$ cat src/rtl/name_word_assembler.sv
// Collects a valid/ready stream of name words into a parallel name vector.
// One name assembles while the previously completed name waits at the output.
module name_word_assembler #(
    parameter int WORD_SIZE       = 32,
    parameter int MAX_NAME_LENGTH = 8,
    parameter int LEN_W           = 4
) (
    input  logic                                 clk,
    input  logic                                 rst_n,
    input  logic                                 in_valid,
    output logic                                 in_ready,
    input  logic [WORD_SIZE-1:0]                 in_word,
    input  logic                                 in_last,
    output logic                                 name_valid,
    input  logic                                 name_ready,
    output logic [MAX_NAME_LENGTH*WORD_SIZE-1:0] name_out,
    output logic [LEN_W-1:0]                     name_len,
    output logic                                 name_trunc
);

    localparam int                NAME_W = MAX_NAME_LENGTH * WORD_SIZE;
    localparam logic [LEN_W-1:0]  MAX_L  = LEN_W'(MAX_NAME_LENGTH);

    typedef enum logic {COLLECT, HOLD} state_t;

    state_t              r_state;
    logic [NAME_W-1:0]   r_buf;
    logic [LEN_W-1:0]    r_idx;
    logic                r_trunc;
    logic [NAME_W-1:0]   r_name_out;
    logic [LEN_W-1:0]    r_name_len;
    logic                r_name_trunc;
    logic                r_name_valid;

    logic                w_in_xfer;
    logic                w_out_xfer;
    logic                w_out_free;
    logic                w_room;
    logic [NAME_W-1:0]   w_nbuf;
    logic [LEN_W-1:0]    w_nlen;
    logic                w_ntrunc;

    assign in_ready   = (r_state == COLLECT) && rst_n;
    assign name_valid = r_name_valid;
    assign name_out   = r_name_out;
    assign name_len   = r_name_len;
    assign name_trunc = r_name_trunc;

    assign w_in_xfer  = in_valid && in_ready;
    assign w_out_xfer = r_name_valid && name_ready;
    assign w_out_free = !r_name_valid || name_ready;
    assign w_room     = (r_idx < MAX_L);

    // Assembly state as it would be after accepting in_word this cycle.
    always_comb begin
        w_nbuf   = r_buf;
        w_nlen   = w_room ? r_idx + 1'b1 : r_idx;
        w_ntrunc = r_trunc || !w_room;
        for (int k = 0; k < MAX_NAME_LENGTH; k++) begin
            if (w_room && (r_idx == LEN_W'(k))) begin
                w_nbuf[k*WORD_SIZE +: WORD_SIZE] = in_word;
            end
        end
    end

    always_ff @(posedge clk or negedge rst_n) begin
        if (!rst_n) begin
            r_state      <= COLLECT;
            r_buf        <= '0;
            r_idx        <= '0;
            r_trunc      <= 1'b0;
            r_name_out   <= '0;
            r_name_len   <= '0;
            r_name_trunc <= 1'b0;
            r_name_valid <= 1'b0;
        end else begin
            if (w_out_xfer) begin
                r_name_valid <= 1'b0;
            end
            case (r_state)
                COLLECT: begin
                    if (w_in_xfer) begin
                        if (in_last && w_out_free) begin
                            r_name_out   <= w_nbuf;
                            r_name_len   <= w_nlen;
                            r_name_trunc <= w_ntrunc;
                            r_name_valid <= 1'b1;
                            r_buf        <= '0;
                            r_idx        <= '0;
                            r_trunc      <= 1'b0;
                        end else begin
                            // A finished name that cannot move out parks in the assembly buffer.
                            r_buf   <= w_nbuf;
                            r_idx   <= w_nlen;
                            r_trunc <= w_ntrunc;
                            if (in_last) begin
                                r_state <= HOLD;
                            end
                        end
                    end
                end
                HOLD: begin
                    if (w_out_xfer) begin
                        r_name_out   <= r_buf;
                        r_name_len   <= r_idx;
                        r_name_trunc <= r_trunc;
                        r_name_valid <= 1'b1;
                        r_buf        <= '0;
                        r_idx        <= '0;
                        r_trunc      <= 1'b0;
                        r_state      <= COLLECT;
                    end
                end
                default: r_state <= COLLECT;
            endcase
        end
    end

endmodule

$ cat config.mk
export PLATFORM = sky130hd
export DESIGN_NAME = name_word_assembler
export DESIGN_NICKNAME = d
export VERILOG_FILES = /design/src/rtl/name_word_assembler.sv
export SDC_FILE = /design/constraint.sdc
export NUM_CORES = 1
export LEC_CHECK = 0
export CORE_MARGIN = 1
export CORE_UTILIZATION = 59
export DETAILED_ROUTE_END_ITERATION = 10
export PLACE_DENSITY = 0.83
export SLEW_MARGIN = 20
export SYNTH_ARGS = -nofsm -noshare
export SYNTH_HDL_FRONTEND = slang
export SYNTH_SLANG_ARGS = --single-unit
export TNS_END_PERCENT = 10
$ cat constraint.sdc
create_clock -name clk -period 5.25 [get_ports clk]
set_input_delay 0.7875 -clock clk [delete_from_list [all_inputs] [get_ports clk]]
set_output_delay 0.7875 -clock clk [all_outputs]
set_load 0.05 [all_outputs]
* Word-level counts from Yosys, hierarchy flattened
Cells that the tools add are included.
** Word-level totals
- Register bits after elaboration :: 524
- Output and inout port bits :: 263
- Logic and storage cells :: 83
** Operators by class
- Add/subtract/negate cells :: 1
- Magnitude comparators :: 1
- Equal/unequal tests :: 10
- Mux-type cells :: 43
- Bitwise operators :: 1
- Reductions and logical operators :: 19
** Operator list (count)
- $mux W256 :: 6
- $pmux W256 S2 :: 2
- $mux W32 :: 8
- $mux W4 :: 7
- $eq A4 B3 Y1 const B :: 4
- $pmux W4 S2 :: 2
- $mux W1 :: 14
- $logic_and A1 B1 Y1 :: 12
- $eq A4 B2 Y1 const B :: 2
- $pmux W1 S2 :: 4
- $add A4 B1 Y4 const B :: 1
- $eq A4 B1 Y1 const B :: 1
- $logic_not A4 Y1 :: 1
- $lt A4 B4 Y1 const B :: 1
- $ne A2 B1 Y1 const B :: 2
- $reduce_and A3 Y1 :: 1
- $logic_not A1 Y1 :: 2
- $logic_or A1 B1 Y1 :: 2
- $ne A2 B2 Y1 const B :: 1
- $reduce_and A2 Y1 :: 1
- $not A1 Y1 :: 1

* Logic depth before layout (Yosys ltp)
Gate-level depths: netlist of run 1.
- Depth after elaboration :: 6
- Gate-level depth with buffers :: 8
- Depth with buffers taken out :: 6

* Worst setup path after synthesis of run 1
Ideal clock, no wire load.
- Path kind :: in2out
- From :: input rst_n
- To :: output in_ready
- Arrival time :: 1.495 ns
- Required time :: 4.463 ns
- Setup slack :: 2.968 ns
- Cell stages on the path :: 1
- Path buffers :: 0
- Path through :: nor2b_1
** Between the ends
- Cells in the longest elaborated chain, start to end :: 1
** RTL lines
- from (decl) :: line 9 : input logic rst_n,
- $logic_and A1 B1 Y1 :: line 43 : assign in_ready = (r_state == COLLECT) && rst_n;
- to (decl) :: line 11 : output logic in_ready,
Every way passes these cells.

* Worst setup path after layout of run 1
Same ends and word-level chain as after synthesis.

==> reports/summary.json, run 1 <==
{
  "outcome": {
    "status": "finished, final reports clean"
  },
  "global_route": {
    "first_global_vias": 15770,
    "grt_first_pass_wirelength_um": 91080,
    "grt_residual_overflow": 0,
    "number_of_antenna_violations_at_the_first_check_in_global_routing": 0,
    "globalRouteTotalUtil": 0.3095,
    "grt_start_max_net_pins": 176
  },
  "yosys": {
    "post_synth_main_area_contributors": "sky130_fd_sc_hd__dfrtp_1 60%, sky130_fd_sc_hd__mux2i_1 12%, sky130_fd_sc_hd__a22o_1 10%",
    "synth_area_leader_cell": "sky130_fd_sc_hd__dfrtp_1",
    "synth_seq_area_share": 0.6012,
    "synth_commonest_cells": "524 x sky130_fd_sc_hd__dfrtp_1, 264 x sky130_fd_sc_hd__nand2_1, 258 x sky130_fd_sc_hd__a22o_1",
    "synth_nets": 1841,
    "synthCells": 1800,
    "synth.avg_cell_area_um2": 12.12,
    "synth_register_bits": 524,
    "post_synthesis_instance_area_um2": 21810,
    "synth_edf_count": 0,
    "synth.most_common_cell": "sky130_fd_sc_hd__dfrtp_1",
    "postSynth.topFlopCell": "sky130_fd_sc_hd__dfrtp_1",
    "ys_async_sr_fraction": 1.000,
    "synth_top_area_frac": 0.6012,
    "synth.yosys.warnings": 0,
    "synth_cell_type_count": 37
  },
  "cts": {
    "post-cts-setup-buffer-count": 0,
    "total_clock_buffers_created_by_cts": 51,
    "clock_tree.buffer_depth": 3,
    "clock_tree.htree_level_count": 2,
    "holdBufCountCts": 0,
    "clk_pin_slew_worst_paths_ns": 0.06,
    "tritoncts": "yes",
    "clock_tree.root_cell": "sky130_fd_sc_hd__clkbuf_16",
    "worst_skew_pair.late_latency_ns": 0.58,
    "cts_repair_resize_count": 0,
    "clock_sink_count": 524
  },
  "timing": {
    "post-route-worst-setup-slack_ns": 1.999,
    "final_min_period_over_clock_period": 0.6192,
    "finalHoldViolCount": 0,
    "fmaxAchievable_mhz": 307.6,
    "rsz0062_at_grt": "no",
    "clock_skew_ns": 0.01637,
    "setup_tns_ns": 0,
    "maxSlewHeadroom": 0.2824,
    "final-max-slew-violation-count": 0,
    "worst_pin_slew_ns": 1.074,
    "layout_min_cycle_time_ns": 3.251,
    "hold_ws_ns": 0.2497,
    "final-setup-viol-count": 0
  },
  "drt": {
    "vias_per_cell": 6.217,
    "finalWirelength_um": 57890,
    "detailedRoute.firstPassIterationCount": 5,
    "post_drt_wl_per_cell_um": 23.08,
    "drc_errors": 0,
    "detail_route.iter0.violations": 1462,
    "drtAntennaViolNets": 0,
    "via_count": 15593
  },
  "layout": {
    "post-route-util": 0.7217,
    "layout-drive-gt1-share": 0.06422,
    "finalNonFillerCells": 2508,
    "antenna-diode-count": 0,
    "finish.net_count": 2043,
    "stdcell_area_um2": 26360,
    "layout-area-overhead-vs-synth_pct": 20.85
  },
  "placement": {
    "io_buffers": 299,
    "placed_cells": 2417,
    "hpwlAfterDp_um": 35140,
    "place_area_um2": 24650,
    "place_congestion": 0.8057,
    "dp_slack_ns": 1.598
  },
  "pwr": {
    "sw_frac_of_total": 0.3879,
    "worst_ir_drop_vdd_mv": 0.3312,
    "power.total_mw": 13.83,
    "share_clk_of_total_power": 0.271,
    "p_switching_mw": 5.363,
    "powerDensity_nw_per_um2": 524.6,
    "combPwrFrac": 0.352,
    "p_leak_nw": 11.29,
    "p_int_mw": 8.464,
    "seq_power_share": 0.377
  },
  "setup_path": {
    "worst_setup_path_start_kind": "primary input",
    "worst-endpoint-arrival_ns": 2.46,
    "critical_path.endpoint_type": "output pin",
    "timing_worst_setup_path_type": "primary input to output pin",
    "critical_path.max_fanout": 118,
    "required_ns": 4.46
  },
  "floorplan": {
    "fp.dieArea_um2": 37740,
    "dieHeight_um": 194.3,
    "ioPinCount": 300,
    "initial_utilization": 0.5972,
    "die_w_um": 194.3,
    "placement_rows": 70,
    "core_area_um2": 36520
  },
  "worst_hold_path": {
    "worstHoldPathType": "primary input to asynchronous set/reset pin"
  },
  "job": {
    "max_cap_violations": 0
  }
}
-- cell usage in the layout (no fill, tap or decap), types with 2 or more instances in the layout --
| master | n |
|---|---|
| sky130_fd_sc_hd__nor2_4 | 16 |
| sky130_fd_sc_hd__ha_1 | 4 |
| sky130_fd_sc_hd__or3b_4 | 4 |
| sky130_fd_sc_hd__a21o_4 | 4 |
| sky130_fd_sc_hd__clkinv_2 | 10 |
| sky130_fd_sc_hd__inv_1 | 3 |
| sky130_fd_sc_hd__a21o_2 | 3 |
| sky130_fd_sc_hd__clkbuf_1 | 12 |
| sky130_fd_sc_hd__nor2b_1 | 2 |
| sky130_fd_sc_hd__dfrtp_1 | 523 |
| sky130_fd_sc_hd__a21oi_1 | 7 |
| sky130_fd_sc_hd__o21ai_0 | 13 |
| sky130_fd_sc_hd__a22o_1 | 258 |
| sky130_fd_sc_hd__nand2_1 | 264 |
| sky130_fd_sc_hd__buf_12 | 4 |
| sky130_fd_sc_hd__clkbuf_8 | 9 |
| sky130_fd_sc_hd__o21ai_1 | 250 |
| sky130_fd_sc_hd__buf_4 | 12 |
| sky130_fd_sc_hd__nor2_1 | 3 |
| sky130_fd_sc_hd__a21o_1 | 3 |
| sky130_fd_sc_hd__nand3b_1 | 3 |
| sky130_fd_sc_hd__clkbuf_16 | 52 |
| sky130_fd_sc_hd__mux2i_1 | 257 |
| sky130_fd_sc_hd__clkdlybuf4s50_1 | 298 |
| sky130_fd_sc_hd__bufinv_16 | 5 |
-- power by group through the flow --
stage	sequential (mW)	combinational, mW	clock (mW)
after floorplan	6.63	2.00	0
after global placement	5.24	4.75	0
after detailed placement	5.26	4.86	0
after CTS	5.20	4.89	3.77
after global routing	5.27	5.14	3.95
final	5.21	4.87	3.74
-- state kept, by name (all words and copies together) (netlist names) --
name        flops
name_valid      1
name_len        4
name_out      256
r_buf         256
name_trunc      1
r_idx           4
r_state         1
r_trunc         1
-- worst max-delay path: stages --
cell                              delay, ns
sky130_fd_sc_hd__buf_8                 0.56
sky130_fd_sc_hd__nor2b_1               0.25
sky130_fd_sc_hd__clkdlybuf4s50_1       0.82
-- cell type report --
cell class | instances | area (µm²)
Inverter | 3 | 11.26
Clock inverter | 18 | 232.7
Timing Repair Buffer | 316 | 3179
Multi-Input combinational cell | 1106 | 7765
Sequential cell | 524 | 13110
Clock buffer | 73 | 1470
Fill cell | 2461 | 10160
Tap cell | 468 | 585.6
-- per-layer routing --
| metal | up-vias | share of wire | track usage |
|---|---|---|---|
| met5 | - | 0 | 0 |
| met4 | 0 | 0.032 | 0.1161 |
| met3 | 118 | 0.075 | 0.05740 |
| met2 | 723 | 0.47 | 0.4845 |
| met1 | 7935 | 0.42 | 0.4347 |
| li1 | 6817 | - | - |
-- worst paths after layout --
check                                               from                         to  slack (ns)  cells past startpoint
worst max register to register      r_idx[0]$_DFFE_PN0P_   name_out[13]$_DFFE_PN0P_        2.46                      7
worst min register to register  name_out[70]$_DFFE_PN0P_   name_out[70]$_DFFE_PN0P_        0.48                      2
min in group clk                name_out[70]$_DFFE_PN0P_   name_out[70]$_DFFE_PN0P_        0.48                      2
worst min-delay path                               rst_n  name_out[226]$_DFFE_PN0P_        0.25                      1
worst max-delay path                               rst_n                   in_ready        2.00                      3
max in group asynchronous                          rst_n     r_buf[134]$_DFFE_PN0P_        2.62                      3
-- kinds of logic after synthesis --
| family | share of synthesized area |
|---|---|
| adders and majority gates | 0.002295 |
| AOI/OAI and AO/OA | 0.1738 |
| buffers and inverters | 0.04360 |
| and+or+nand+nor | 0.06018 |
| xor gates and xnor gates | 0.0004017 |
| DFF | 0.6012 |
| muxes | 0.1185 |
Note: power is estimated with default switching activity, not from simulation.
==> run 2: changes to the inputs <==
CORE_UTILIZATION = 55   (was 59)
PLACE_DENSITY = 0.78   (was 0.83)
clock period = 3 ns   (was 5.25 ns; I/O delays follow)
==> run 2 against run 1 <==
  * The flow now finishes with violations (hold timing)
  * Routed wire length about the same
  * Sequential power up 75%
  * Cell count up 3.4%
  * Total power up 80%
  * First-iteration DRC count down 8.9%
  * Clock power up 87%
  * Highest routed layer unchanged
  * Critical path depth up 4
  * Critical path type is now register to register
  * Critical endpoint is now name_out[7]$_DFFE_PN0P_
  * Flip-flop and latch count unchanged
  * Hold slack worse by 0.28 ns
  * Core utilization down 2.8 points
==> reports/summary.json, run 2 (synthesis gave the netlist of run 1 again) <==
{
  "outcome": {
    "status": "finished with violations",
    "violations_in_the_final_reports": "hold timing"
  },
  "setup_path": {
    "required_ns": 3.45,
    "crit_path_max_incr_delay_ns": 0.46,
    "timing_worst_setup_path_type": "register to register",
    "critical_path.slowest_cell": "sky130_fd_sc_hd__dfrtp_1",
    "critical_path.cell_chain": "inv_1 > ha_1 > or3b_4 > nor2_4 > buf_4 > mux2i_1 > o21ai_1",
    "critical_path.max_fanout": 11,
    "critical_path.endpoint_type": "register",
    "worst-endpoint-arrival_ns": 2.93,
    "worst_setup_path_start_kind": "register"
  },
  "global_route": {
    "grt_start_max_net_pins": 166,
    "grt_first_pass_wirelength_um": 91200,
    "grt_residual_overflow": 0,
    "number_of_antenna_violations_at_the_first_check_in_global_routing": 0,
    "first_global_vias": 15654,
    "globalRouteTotalUtil": 0.2914
  },
  "floorplan": {
    "initial_utilization": 0.5604,
    "dieHeight_um": 201.1,
    "die_w_um": 201.1,
    "placement_rows": 72,
    "fp.dieArea_um2": 40450,
    "core_area_um2": 38920,
    "ioPinCount": 300
  },
  "layout": {
    "fill_cells": 2859,
    "mostFrequentLayoutCell": "sky130_fd_sc_hd__dfrtp_1",
    "finish.net_count": 2073,
    "antenna-diode-count": 0,
    "layout-drive-gt1-share": 0.08241,
    "layout-area-overhead-vs-synth_pct": 23.78,
    "post-route-util": 0.6937,
    "most-common-layout-cells": "524 x sky130_fd_sc_hd__dfrtp_1, 297 x sky130_fd_sc_hd__clkdlybuf4s50_1, 264 x sky130_fd_sc_hd__nand2_1",
    "finalNonFillerCells": 2593,
    "stdcell_area_um2": 27000
  },
  "drt": {
    "detailedRoute.firstPassIterationCount": 5,
    "detail_route.iter0.violations": 1332,
    "drc_errors": 0,
    "post_drt_wl_per_cell_um": 22.33,
    "drtAntennaViolNets": 0,
    "finalWirelength_um": 57890,
    "via_count": 15346,
    "vias_per_cell": 5.918
  },
  "cts": {
    "clock_tree.root_cell": "sky130_fd_sc_hd__clkbuf_16",
    "total_clock_buffers_created_by_cts": 52,
    "clock_tree.buffer_depth": 3,
    "clk_pin_slew_worst_paths_ns": 0.07,
    "cts_repair_resize_count": 0,
    "holdBufCountCts": 0,
    "clock_sink_count": 524,
    "post-cts-setup-buffer-count": 0,
    "clock_tree.htree_level_count": 2,
    "tritoncts": "yes",
    "worst_skew_pair.late_latency_ns": 0.59
  },
  "timing": {
    "layout_min_cycle_time_ns": 2.471,
    "finalHoldViolCount": 7,
    "clock_skew_ns": 0.01550,
    "fmaxAchievable_mhz": 404.7,
    "setup_tns_ns": 0,
    "hold_ws_ns": -0.03473,
    "rsz0062_at_grt": "no",
    "maxSlewHeadroom": 0.3688,
    "final_min_period_over_clock_period": 0.8236,
    "worst_pin_slew_ns": 0.9438,
    "final-max-slew-violation-count": 0,
    "post-route-worst-setup-slack_ns": 0.5293,
    "final-setup-viol-count": 0
  },
  "pwr": {
    "p_leak_nw": 11.59,
    "power.total_mw": 24.92,
    "powerDensity_nw_per_um2": 923.2,
    "worst_ir_drop_vdd_mv": 0.4679
  },
  "placement": {
    "place_area_um2": 25130,
    "dp_slack_ns": 0.3017,
    "io_buffers": 299,
    "place_congestion": 0.8425,
    "placed_cells": 2496,
    "hpwlAfterDp_um": 36380
  },
  "job": {
    "max_cap_violations": 0
  },
  "worst_hold_path": {
    "worstHoldPathType": "primary input to asynchronous set/reset pin"
  }
}
## run 2: cell count changes in the layout (fill, tap and decap cells not counted), moves of 2 or more
cell	change
sky130_fd_sc_hd__clkbuf_16	+2
sky130_fd_sc_hd__clkinv_2	+3
sky130_fd_sc_hd__clkbuf_8	+3
sky130_fd_sc_hd__clkinvlp_4	+2
sky130_fd_sc_hd__bufinv_16	+2
sky130_fd_sc_hd__buf_12	+16
sky130_fd_sc_hd__clkbuf_1	-6
sky130_fd_sc_hd__buf_4	+15
## run 2: layout make-up
cell class,instances,area [µm²],share of cell area
Timing Repair Buffer,345,3591,0.1330
Multi-Input combinational cell,1106,7764,0.2876
Clock inverter,25,330.3,0.01224
Inverter,3,11.26,0.0004171
Sequential cell,524,13110,0.4857
Clock buffer,72,1539,0.05701
Tap cell,518,648.1,0.02401
## run 2: worst paths after layout
| check | slack (ns) | from | cells after the start | to |
|---|---|---|---|---|
| min in group clk | 0.36 | rst_n | 3 | name_valid$_DFF_PN0_ |
| worst min-delay path | -0.03 | rst_n | 2 | r_buf[255]$_DFFE_PN0P_ |
| worst max register to register | 0.53 | r_idx[0]$_DFFE_PN0P_ | 7 | name_out[7]$_DFFE_PN0P_ |
| worst max-delay path | 0.53 | r_idx[0]$_DFFE_PN0P_ | 7 | name_out[7]$_DFFE_PN0P_ |
| max in group asynchronous | 1.45 | rst_n | 3 | r_buf[86]$_DFFE_PN0P_ |
| worst min register to register | 0.48 | name_out[226]$_DFFE_PN0P_ | 2 | name_out[226]$_DFFE_PN0P_ |
## run 2: power by group
| group | switching, mW | total [mW] | internal (mW) |
|---|---|---|---|
| clock | 2.80 | 7.00 | 4.20 |
| combinational | 5.86 | 8.80 | 2.95 |
| sequential | 0.876 | 9.12 | 8.24 |
## run 2: critical path, delay by kind of cell, from the launching register on
kind	cells	cell delay, ns
AND/OR/NAND/NOR	2	0.84
flip-flops	1	0.46
buffers and inverters	2	0.46
multiplexers	1	0.26
adder cells (fa/ha/maj)	1	0.21
AO/OA/AOI/OAI	1	0.08
## run 2: metal layers
metal | vias up | GRT usage | share of wire | wire length, µm
li1 | 6878 | - | - | -
met1 | 7798 | 0.4050 | 0.43 | 24780
met2 | 570 | 0.4659 | 0.48 | 27600
met3 | 100 | 0.05863 | 0.069 | 3980
met4 | 0 | 0.08642 | 0.026 | 1531
met5 | - | 0 | 0 | 0
==> variant 1 (flow settings as in run 2) <==
Change the parameter `LEN_W` from 4 to 8.
--- a/src/rtl/name_word_assembler.sv
+++ b/src/rtl/name_word_assembler.sv
@@ -3,7 +3,7 @@
 module name_word_assembler #(
     parameter int WORD_SIZE       = 32,
     parameter int MAX_NAME_LENGTH = 8,
-    parameter int LEN_W           = 4
+    parameter int LEN_W           = 8
 ) (
     input  logic                                 clk,
     input  logic                                 rst_n,
Interface: changed (resized name_len); port bits go from 300 to 304. The function was not compared with the original's and may differ.
==> variant 1 against run 2 <==
Sequential power up 24%. Sequential cell count grew 8. Largest cell class unchanged. Power rose by 34%. Combinational power is 82% higher. Utilization shrank 0.11 points. Clock skew increased by 0.0044 ns. Critical path type unchanged. Clock power decreased by 11%. Final area up 0.30%. Routed wire length rose by 10%. Critical endpoint is now name_out[30]. Worst setup slack worse by 0.098 ns. Synthesized area up 1.1%. Global-route usage up 2.1 points. Worst hold slack improved by 0.34 ns.
==> variant 1: results (changes against run 2) <==
Clocking
  • Clock buffer count from CTS: 50 (-3.8%)
  • Skew-Pair Late Insertion Delay: 0.57 ns (-0.02 ns)

Place
  • Number of instances in the placed design: 2,722 (+9.1%)
  • Gpl congestion: 0.8346 (-0.94%)
  • Port buffer count: 303 (+1.3%)
  • Detailed Place HPWL: 41.40 mm (+14%)

Worst setup path
  • Arrival time worst endpoint: 3.04 ns (+0.11 ns)
  • Reg2Reg Setup Slack: 0.43 ns (-0.10 ns)
  • CP max stage cell: and2_2
  • Crit path largest cell delay: 0.49 ns (+0.03 ns)
  • CP max FO: 13 (+2)

GRT
  • Vias in the first global route: 17,160 (+9.6%)
  • Total track usage: 31.25% (+2.1 points)
  • First-pass GRT wire length: 99.02 mm (+8.6%)
  • Largest net degree at the start of global routing: 182 (+9.6%)

Yosys
  • Cells after synthesis: 2,024 (+12%)
  • Largest cells by area after synthesis: dfrtp_1, a22o_1, nand2_1, a31oi_1, nor2_1
  • Sequential area share after synthesis: 60.39% (+0.27 points)
  • Synthesized net count: 2,065 (+12%)
  • Library cells used by synthesis: 45 (+22%)

Layout
  • Finished Layout Cells: 2,803 (+8.1%)
  • Filler cell count in the final layout: 2,792 (-2.3%)
  • Nets: 2,298 (+11%)
  • Fraction of layout cells with a size suffix above 1: 7.571% (-0.67 points)

Route
  • WL final: 63.86 mm (+10%)
  • Drt via density: 6.206 (+4.9%)
  • Starting DRC count in detailed routing: 1,759 (+32%)

Pwr
  • Leakage power: 12.19 nW (+5.2%)
  • Worst VDD drop: 0.9423 mV (+100%)
  • Switching portion of total power: 45.39% (+7.1 points)

STA
  • Clock Skew: 0.01991 ns (+0.004412 ns)
  • Slew HR: 30.50% (-6.4 points)

Run status
  • Status: completed
[variant 1: cell type report]
| cell class | count | area [µm²] | share of cell area (%) |
|---|---|---|---|
| inverters | 6 | 22.52 | 0.08318 |
| repair buffers | 375 | 3754 | 13.86 |
| flip-flops and latches | 532 | 13310 | 49.17 |
| well taps | 518 | 648.1 | 2.394 |
| clock buffers | 74 | 1483 | 5.476 |
| clock inverters | 6 | 108.9 | 0.4020 |
| multi-input cells | 1292 | 7749 | 28.62 |
[variant 1: layer usage]
layer / up-vias / wire length [µm] / GRT usage, %
li1: 7574 / - / -
met1: 8803 / 25890 / 43.25
met4: 0 / 1635 / 10.04
met2: 916 / 30160 / 49.41
met3: 103 / 6175 / 6.853
met5: - / 0 / 0
[variant 1: kinds of logic after synthesis]
family / share of synthesized area [%]
compound gates: 17.82
xor+xnor: 0.07948
simple gates: 11.97
mux: 4.609
fa+ha+maj: 0.2270
flops: 60.39
buf+inv: 4.898
[variant 1: worst paths after layout]
| check | cells after the start | endpoint |
|---|---|---|
| min reg2reg | 1 | r_buf[15] |
| min | 2 | r_state |
| max | 7 | name_out[30] |
| max in group asynchronous | 4 | r_buf[1] |
| min in group clk | 1 | r_buf[15] |
| max reg2reg | 7 | name_out[30] |
[variant 1: power by group through the flow]
stage	combinational (mW)	sequential (mW)	clock [mW]
finish	16.0	11.3	6.25
CTS	16.0	11.2	6.30
global placement	15.6	11.2	0
floorplan	4.18	17.1	0
global route	16.7	11.5	6.59
detailed placement	15.9	11.3	0
[variant 1: stage by stage]
stage	hold slack, ns	worst slack [ns]	util, %	power [mW]	area [µm²]
floorplan	0.1544	0.9348	-	21.25	22040
global placement	0.2705	0.4016	65.16	26.86	25480
detailed placement	0.2721	0.3410	65.16	27.18	25480
CTS	0.2822	0.4781	69.26	33.49	27080
global route	0.2896	0.2928	69.26	34.74	27080
finish	0.3035	0.4310	69.26	33.45	27080
[variant 1: worst max-delay path, delay by kind of cell (launching register included)]
| kind | cells | cell delay [ns] |
|---|---|---|
| simple gates | 3 | 1.05 |
| flops | 1 | 0.44 |
| buf+inv | 2 | 0.42 |
| fa+ha+maj | 1 | 0.31 |
| compound gates | 1 | 0.25 |
[variant 1: repair_timing]
item                       4_1_cts  5_1_grt
hold buffers                     1        0
setup endpoints to repair        0        0
gates resized for setup          0        0
hold endpoints to repair         3        0
==> variant 2 (config.mk and constraints of run 2) <==
Made on the original files. Reset style: synchronous (`rst_n`), changed in one clocked block.
--- a/src/rtl/name_word_assembler.sv
+++ b/src/rtl/name_word_assembler.sv
@@ -63,7 +63,7 @@
         end
     end
 
-    always_ff @(posedge clk or negedge rst_n) begin
+    always_ff @(posedge clk) begin
         if (!rst_n) begin
             r_state      <= COLLECT;
             r_buf        <= '0;
Check against the original RTL: not settled (the Yosys comparison gave no result); the edit may change what the design does.
==> variant 2 against run 2 <==
Register-to-register slack better by 0.17 ns. Worst hold slack better by 0.34 ns. Sequential share of layout area is 5.4 points lower. Routed wire length is 4.7% lower. Synthesized area is 10% lower. Final area is 10% lower. Worst setup slack better by 0.15 ns. Critical path depth is 6 lower. Global-route usage is 0.17 points higher. Sequential cell count stayed put.
Power is not compared: it rests on default switching activity, and its combinational part moved more than twofold at a synthesized area within 25%.
==> variant 2: results (changes against run 2) <==
GRT
  • Vias in the first global route: 14,700 (-6.1%)
  • Largest net degree at the start of global routing: 223 (+34%)
  • First-pass GRT wire length: 84.21 mm (-7.7%)
  • Met2 usage: 46.18% (-0.41 points)
  • Grt met1 use: 40.32% (-0.18 points)

STA
  • Fin crit period: 2.318 ns (-0.1525 ns)
  • Final Hold Viols: 0 (-7)
  • Final hold slack: 0.3023 ns (+0.3370 ns)
  • Clock Skew: 0.01769 ns (+0.002190 ns)

Worst setup path
  • CP max stage cell: clkdlybuf4s50_1
  • Arrival time worst endpoint: 1.87 ns (-1.06 ns)
  • Crit path largest cell delay: 0.87 ns (+0.41 ns)
  • Reg2Reg Setup Slack: 0.70 ns (+0.17 ns)

Yosys
  • Synthesized net count: 1,889 (+2.6%)
  • Sequential area share after synthesis: 53.50% (-6.6 points)
  • Avg Cell Area, Syn: 10.61 µm² (-12%)
  • Synth cell count leaders: dfxtp_1, a21oi_1, a22o_1, mux2i_1, o21ai_0

Run status
  • Status: completed

Clocking
  • Clock buffer count from CTS: 50 (-3.8%)
  • Skew-Pair Late Insertion Delay: 0.55 ns (-0.04 ns)

Route
  • M1 WL: 24.24 mm (-2.2%)
  • DRT Pass-1 Iters: 6 (+1)
  • DR WL met2: 25.02 mm (-9.3%)
  • WL/cell: 21.82 µm (-2.3%)

Place
  • Number of instances in the placed design: 2,434 (-2.5%)
  • Gpl congestion: 0.8274 (-1.8%)
  • Pre-CTS setup slack: 0.1824 ns (-0.1193 ns)

Layout
  • Fraction of layout cells with a size suffix above 1: 7.191% (-1.0 points)

Hold path
  • HP Class: primary input to flip-flop
## variant 2: cell count changes in the layout (fill, tap and decap cells not counted), moves of 4 or more
cell | before | now
or3b_4 | 4 | 0
o21ai_1 | 250 | 5
a41o_1 | 0 | 4
a21oi_1 | 7 | 261
nand2_1 | 264 | 17
buf_12 | 20 | 14
dfrtp_1 | 524 | 0
dfxtp_1 | 0 | 524
a21o_4 | 4 | 0
o21ai_0 | 13 | 254
and3_2 | 0 | 8
nor2_4 | 16 | 7
## variant 2: layout make-up
type	count	area share, %
clock buffer	73	6.131
clock inverter	20	0.9687
inverter	4	0.06183
multi-input combinational	1113	33.02
sequential	524	43.20
tap	455	2.344
timing repair buffer	338	14.28
## variant 2: power by group
part	total, mW	switching (mW)	internal [mW]
registers	7.43	0.186	7.24
logic	2.42	1.68	0.742
clock network	6.55	2.67	3.88
## variant 2: worst paths after layout
path | from | end | depth (start not counted)
worst max-delay path | name_valid | name_valid | 1
worst min-delay path | rst_n | r_state | 3
worst max register to register | name_valid | r_buf[77] | 5
worst min register to register | r_buf[16] | r_buf[16] | 1
## variant 2: stage by stage
| step | util (%) | instance area (µm²) | power, mW |
|---|---|---|---|
| after floorplan | - | 19610 | 9.118 |
| after global placement | 64.79 | 22540 | 9.932 |
| after detailed placement | 64.83 | 22560 | 9.969 |
| after CTS | 69.78 | 24280 | 16.43 |
| after global routing | 69.78 | 24280 | 16.90 |
| final | 69.78 | 24280 | 16.40 |
## variant 2: kinds of logic after synthesis
kind of cell	count (synthesis)	share of synthesized area, %
and+or+nand+nor	54	1.608
xor gates and xnor gates	1	0.04468
AOI/OAI and AO/OA	798	25.77
muxes	256	13.07
DFF	524	53.50
buffers and inverters	211	5.756
adders and majority gates	4	0.2553
